File: src/rtl/matmul_session_ctrl.sv
// matmul_session_ctrl
//   Sequencer for one UART matrix-multiply session on the baud-domain clock.
//   The session runs in this order:
//     1. Wait for the sync byte.
//     2. Accept the matrix size N (1..MAX_SIZE).
//     3. Write N*N elements of A, then N*N elements of B, row-major.
//     4. Enable the multiplier and wait for mult_done.
//     5. Stream the N*N result bytes to uart_tx, using a
//        start / wait-busy / wait-idle handshake per byte.
//
// Ports
//   clk, rst           clock, asynchronous active-low reset
//   rx_data, rx_valid  received byte + one-cycle strobe
//   tx_busy            uart_tx busy flag
//   mult_done          multiplier completion flag
//   res_byte           result byte for res_idx, selected outside
//   matrix_size        latched N
//   wr_addr, wr_data   memory write index (i*N+j) and data
//   wr_en_a, wr_en_b   one-cycle write strobes for the A / B memories
//   mult_enable        high while computing
//   res_idx            result element currently being sent
//   tx_data, tx_start  byte and one-cycle start strobe to uart_tx
//   state              current FSM state encoding
//   size_err           one-cycle pulse on a rejected size byte
module matmul_session_ctrl #(
  parameter int         MAX_SIZE  = 10,
  parameter int         ADDR_W    = 7,
  parameter logic [7:0] SYNC_BYTE = 8'hA5
) (
  input  logic              clk,
  input  logic              rst,
  input  logic [7:0]        rx_data,
  input  logic              rx_valid,
  input  logic              tx_busy,
  input  logic              mult_done,
  input  logic [7:0]        res_byte,
  output logic [3:0]        matrix_size,
  output logic [ADDR_W-1:0] wr_addr,
  output logic [7:0]        wr_data,
  output logic              wr_en_a,
  output logic              wr_en_b,
  output logic              mult_enable,
  output logic [ADDR_W-1:0] res_idx,
  output logic [7:0]        tx_data,
  output logic              tx_start,
  output logic [2:0]        state,
  output logic              size_err
);

  typedef enum logic [2:0] {
    IDLE           = 3'd0,
    RECV_SIZE      = 3'd1,
    RECV_A         = 3'd2,
    RECV_B         = 3'd3,
    COMPUTE        = 3'd4,
    SEND_START     = 3'd5,
    SEND_WAIT_BUSY = 3'd6,
    SEND_WAIT_IDLE = 3'd7
  } state_t;

  localparam logic [ADDR_W-1:0] ONE = ADDR_W'(1);

  state_t            cur, nxt;
  logic [ADDR_W-1:0] cnt, total;

  logic [ADDR_W-1:0] cnt_n, total_n, res_idx_n, wr_addr_n, n_ext;
  logic [3:0]        size_n;
  logic [7:0]        wr_data_n, tx_data_n;
  logic              wr_a_n, wr_b_n, tx_start_n, size_err_n;
  logic              size_ok, last_elem, last_res;

  // Full-byte range check: 0x13 must be rejected even though its low nibble is 3.
  assign size_ok   = (rx_data != 8'd0) && (rx_data <= 8'(MAX_SIZE));
  assign n_ext     = ADDR_W'(rx_data[3:0]);
  // total is never 0 outside IDLE/RECV_SIZE, so total-1 cannot underflow where used.
  assign last_elem = (cnt == total - ONE);
  assign last_res  = (res_idx == total - ONE);

  assign state       = cur;
  assign mult_enable = (cur == COMPUTE);

  always_comb begin
    nxt        = cur;
    cnt_n      = cnt;
    total_n    = total;
    res_idx_n  = res_idx;
    size_n     = matrix_size;
    wr_addr_n  = wr_addr;
    wr_data_n  = wr_data;
    tx_data_n  = tx_data;
    wr_a_n     = 1'b0;
    wr_b_n     = 1'b0;
    tx_start_n = 1'b0;
    size_err_n = 1'b0;
    case (cur)
      IDLE: begin
        if (rx_valid && rx_data == SYNC_BYTE) nxt = RECV_SIZE;
      end
      RECV_SIZE: begin
        if (rx_valid) begin
          if (size_ok) begin
            size_n  = rx_data[3:0];
            total_n = n_ext * n_ext;
            cnt_n   = '0;
            nxt     = RECV_A;
          end else begin
            size_err_n = 1'b1;
          end
        end
      end
      RECV_A, RECV_B: begin
        if (rx_valid) begin
          // Strobe, address and data are registered together, so the write
          // lands one cycle after rx_valid.
          wr_a_n    = (cur == RECV_A);
          wr_b_n    = (cur == RECV_B);
          wr_addr_n = cnt;
          wr_data_n = rx_data;
          if (last_elem) begin
            cnt_n = '0;
            nxt   = (cur == RECV_A) ? RECV_B : COMPUTE;
          end else begin
            cnt_n = cnt + ONE;
          end
        end
      end
      COMPUTE: begin
        if (mult_done) begin
          res_idx_n = '0;
          nxt       = SEND_START;
        end
      end
      SEND_START: begin
        // tx_start and tx_data are registered on the same edge, so uart_tx
        // sees them together.
        if (!tx_busy) begin
          tx_start_n = 1'b1;
          tx_data_n  = res_byte;
          nxt        = SEND_WAIT_BUSY;
        end
      end
      SEND_WAIT_BUSY: begin
        // Waiting for acceptance keeps a late busy rise from looking like
        // "already idle", which would repeat a byte.
        if (tx_busy) nxt = SEND_WAIT_IDLE;
      end
      SEND_WAIT_IDLE: begin
        if (!tx_busy) begin
          if (last_res) begin
            res_idx_n = '0;
            nxt       = IDLE;
          end else begin
            res_idx_n = res_idx + ONE;
            nxt       = SEND_START;
          end
        end
      end
      default: nxt = IDLE;
    endcase
  end

  always_ff @(posedge clk or negedge rst) begin
    if (!rst) cur <= IDLE;
    else      cur <= nxt;
  end

  always_ff @(posedge clk or negedge rst) begin
    if (!rst) begin
      cnt         <= '0;
      total       <= '0;
      res_idx     <= '0;
      matrix_size <= '0;
      wr_addr     <= '0;
      wr_data     <= '0;
      tx_data     <= '0;
      wr_en_a     <= 1'b0;
      wr_en_b     <= 1'b0;
      tx_start    <= 1'b0;
      size_err    <= 1'b0;
    end else begin
      cnt         <= cnt_n;
      total       <= total_n;
      res_idx     <= res_idx_n;
      matrix_size <= size_n;
      wr_addr     <= wr_addr_n;
      wr_data     <= wr_data_n;
      tx_data     <= tx_data_n;
      wr_en_a     <= wr_a_n;
      wr_en_b     <= wr_b_n;
      tx_start    <= tx_start_n;
      size_err    <= size_err_n;
    end
  end

endmodule

File: config.mk
export PLATFORM = sky130hd
export DESIGN_NAME = matmul_session_ctrl
export DESIGN_NICKNAME = d
export VERILOG_FILES = /design/src/rtl/matmul_session_ctrl.sv
export SDC_FILE = /design/constraint.sdc
export NUM_CORES = 1
export LEC_CHECK = 0
export ABC_AREA = 1
export ABC_CLOCK_PERIOD_IN_PS = 2200
export BUFFER_PORTS_ARGS = -buffer_cell sky130_fd_sc_hd__buf_2
export CAP_MARGIN = 20
export CORE_ASPECT_RATIO = 1.25
export CORE_UTILIZATION = 33
export CTS_CLUSTER_DIAMETER = 100
export CTS_CLUSTER_SIZE = 12
export DETAILED_ROUTE_END_ITERATION = 8
export PLACE_DENSITY = 0.64
export SYNTH_ARGS = -nofsm -noshare
export SYNTH_HDL_FRONTEND = slang
export SYNTH_SLANG_ARGS = --single-unit
File: constraint.sdc
create_clock -name clk -period 2.2 [get_ports clk]
set_input_delay 0.66 -clock clk [delete_from_list [all_inputs] [get_ports clk]]
set_output_delay 0.66 -clock clk [all_outputs]
set_load 0.02 [all_outputs]
==> impl_metrics.env <==
export IMPL_synthesis_instances=388
export IMPL_synth_area_in_xor_xnor=0.0179
export IMPL_h_tree_levels=2
export IMPL_synth_seq_cells=53
export IMPL_critical_path_class="flop to primary output"
export IMPL_final_layout_size_suffix_gt1_frac=0.213
export IMPL_unrepaired_setup_endpoints_after_global_routing="no"
export IMPL_cts_max_path_buffers=2
export IMPL_grt_pass1_vias=2532
export IMPL_estimated_wirelength_of_the_detail_placed_design_mm=5.28
export IMPL_dieWidth_um=86.2
export IMPL_synth_area_top_cells="sky130_fd_sc_hd__dfrtp_1, sky130_fd_sc_hd__nand2_1, sky130_fd_sc_hd__nand3_1"
export IMPL_fp_dieArea_um2=9250
export IMPL_number_of_endpoints_failing_setup_at_the_final_stage=0
export IMPL_synth_edf_count=0
export IMPL_critical_path_peak_fanout=7
export IMPL_synthTopCellsByCount="sky130_fd_sc_hd__nand2_1, sky130_fd_sc_hd__dfrtp_1, sky130_fd_sc_hd__inv_1"
export IMPL_route_vias_total=2670
export IMPL_stdcell_count=576
export IMPL_cp_data_arrival_time_ns=1.40
export IMPL_share_of_synthesized_cell_area_in_and_or_nand_and_nor_gates=0.336
export IMPL_initial_core_util=0.338
export IMPL_finalHoldWorstSlack_ns=0.306
export IMPL_core_region_area_um2=8650
export IMPL_synth_async_reset_ratio=1.00
export IMPL_ff_latch_area_um2=1330
export IMPL_clock_root_buffer="sky130_fd_sc_hd__clkbuf_8"
export IMPL_placement_io_buffers=62
export IMPL_dominantRegCellSynth="sky130_fd_sc_hd__dfrtp_1"
export IMPL_post_cts_setup_repair_buffer_count=0
export IMPL_synth_lib_cells_used_distinct=33
export IMPL_ir_worst_vdd_mv=0.543
export IMPL_final_critical_path_share_of_the_clock_period=0.935
export IMPL_post_route_drc_count=0
export IMPL_cp_buffers_inverters=2
export IMPL_syn_avg_cell_area_um2=7.55
export IMPL_row_count=38
export IMPL_synth_largest_type_area_fraction=0.453
export IMPL_share_of_the_yosys_chip_area_belonging_to_registers=0.453
export IMPL_tritoncts_num_sinks=53
export IMPL_finalNetCount=482
export IMPL_main_combinational_cell_family_by_area_after_synthesis="simple AND/OR/NAND/NOR gates"
export IMPL_die_height_um=107
export IMPL_net_count_of_the_mapped_netlist=415
export IMPL_layout_area_overhead_vs_synth_pct=18.9
export IMPL_skew_ns=0.0109
export IMPL_startpoint_type_of_the_worst_setup_path="flop"
export IMPL_worst_ep_required_time_ns=1.54
export IMPL_multi_input_comb_area_um2=1350
export IMPL_power_per_cell_area_nw_per_um2=1220
export IMPL_synth_warnings=0
export IMPL_syn_area_um2=2930
export IMPL_timing_final_hold_violations=0
export IMPL_grt_pass1_wl_mm=11.6
export IMPL_clk_latency_ns=0.32
export IMPL_first_iter_violations=124
export IMPL_cts_inserted_buffers=5
export IMPL_worst_path_largest_cell_delay_ns=0.50
export IMPL_finalCriticalPeriod_ns=2.06
export IMPL_relSlewSlack=0.647
export IMPL_worst_path_cell_trace="nor2_2 > nand2_1 > inv_1 > buf_2"
export IMPL_place_inst=568
export IMPL_hold_buffers=0
export IMPL_min_path_type="primary input to asynchronous set/reset pin"
export IMPL_synth_adder_area_share=0.0256
export IMPL_worstSetupEndpointType="primary output"
export IMPL_via_per_inst=4.64
export IMPL_firstDrtPassIters=4
export IMPL_synth_compound_area_frac=0.0791
export IMPL_finalCoreUtilization=0.402
export IMPL_crit_slowest_cell="sky130_fd_sc_hd__dfrtp_1"
export IMPL_leakagePower_nw=1.90
export IMPL_final_setup_tns_ns=0
export IMPL_antennaDiodeCount=0
export IMPL_cts_tree="built"
export IMPL_maximum_clock_frequency_mhz=486
export IMPL_post_synth_top_count_cell="sky130_fd_sc_hd__nand2_1"
export IMPL_total_gr_overflow=0
export IMPL_outcome="finished clean"
export IMPL_antenna_violating_nets_post_route=0
export IMPL_detail_route_wirelength_mm=6.83
export IMPL_cell_class_contributing_the_biggest_share_of_worst_path_delay="flip-flops"
export IMPL_largest_net_degree_at_the_start_of_global_routing=34
export IMPL_timing_final_max_slew_violations=0
export IMPL_worstMarginPinSlew_ns=0.530
export IMPL_place_gp_congestion=0.889
export IMPL_synth_top_area_cell="sky130_fd_sc_hd__dfrtp_1"
export IMPL_grt_antenna_before_repair=0
export IMPL_detailed_route_wire_length_per_cell_um=11.9
export IMPL_synth_mux_area_frac=0
export IMPL_clk_transition_reported_paths_ns=0.10
export IMPL_io_pins=63
export IMPL_drv_cap=0
export IMPL_grt_util_all_layers=0.160
export IMPL_filler_cells_inserted=956
==> sequential cells by signal, indices dropped and copies added (netlist names) <==
register	cells
total	5
wr_data	8
matrix_size	4
res_idx	7
wr_addr	7
wr_en_b	1
tx_data	8
cnt	7
state	3
wr_en_a	1
tx_start	1
size_err	1
==> cell usage in the layout (no fill, tap or decap), types with 5 or more instances in the layout <==
| cell | count |
|---|---|
| sky130_fd_sc_hd__nor2_1 | 17 |
| sky130_fd_sc_hd__buf_2 | 62 |
| sky130_fd_sc_hd__nand2_1 | 138 |
| sky130_fd_sc_hd__nand4_1 | 9 |
| sky130_fd_sc_hd__inv_1 | 46 |
| sky130_fd_sc_hd__dfrtp_1 | 53 |
| sky130_fd_sc_hd__nand3_1 | 38 |
| sky130_fd_sc_hd__o21ai_1 | 11 |
| sky130_fd_sc_hd__buf_4 | 6 |
| sky130_fd_sc_hd__ha_1 | 6 |
| sky130_fd_sc_hd__clkbuf_8 | 5 |
| sky130_fd_sc_hd__o21ai_0 | 14 |
| sky130_fd_sc_hd__a21oi_1 | 14 |
==> cells by family (layout without fill, tap and decap cells) <==
logic type | count (synthesis) | count (layout)
AOI/OAI and AO/OA | 44 | 44
DFF | 53 | 53
and+or+nand+nor | 220 | 220
adders and majority gates | 6 | 6
xor gates and xnor gates | 6 | 6
buffers and inverters | 59 | 127
==> layer usage <==
layer	track usage	vias to the layer above	wire [µm]
met5	0	-	0
met4	0.0774	0	198
met3	0.0291	12	248
met2	0.267	59	3330
met1	0.198	1231	3060
li1	-	1368	-
==> path summary, 6_finish.rpt <==
check	startpoint	end	slack, ns	cells past startpoint
min	rst	matrix_size[3]	0.31	1
max	state[0]	mult_enable	0.14	4
max in group asynchronous	rst	wr_addr[4]	1.34	2
min in group clk	wr_data[6]	wr_data[6]	0.48	2
min reg2reg	wr_data[6]	wr_data[6]	0.48	2
max reg2reg	total[2]	state[0]	0.27	11
==> report_power, final <==
group	total (mW)	switching, mW	internal, mW
sequential	1.64	0.310	1.33
combinational	2.02	1.33	0.688
clock	0.589	0.357	0.233
==> final cells by class <==
type	instances	area share
clock inverter	3	0.00755
multi-input combinational	276	0.387
sequential	53	0.381
tap	120	0.0431
timing repair buffer	69	0.108
clock buffer	5	0.0198
inverter	50	0.0539
==> per-stage QoR <==
step | worst slack (ns) | power [mW] | instance area, µm²
finish | 0.144 | 4.25 | 3480
detailed placement | 0.156 | 3.70 | 3380
CTS | 0.0540 | 4.31 | 3480
global route | 0.0337 | 4.64 | 3480
global placement | 0.199 | 3.66 | 3380
floorplan | 0.380 | 3.07 | 2930
==> worst reg2reg max path: stages (launching register included) <==
cell and delay [ns]:
sky130_fd_sc_hd__dfrtp_1 0.40, sky130_fd_sc_hd__inv_1 0.08, sky130_fd_sc_hd__ha_1 0.33, sky130_fd_sc_hd__xnor2_1 0.14, sky130_fd_sc_hd__nor2_1 0.10, sky130_fd_sc_hd__nand2_1 0.07
sky130_fd_sc_hd__nor2_1 0.10, sky130_fd_sc_hd__nand3_1 0.15, sky130_fd_sc_hd__nand2_2 0.20, sky130_fd_sc_hd__nand2_1 0.12, sky130_fd_sc_hd__nand2_1 0.08, sky130_fd_sc_hd__nand2_1 0.06
==> timing repair <==
item,4_1_cts,5_1_grt
setup endpoints to repair,0,1
resized for setup,0,1
hold endpoints to repair,0,0
Power figures use the tool's default switching activity.
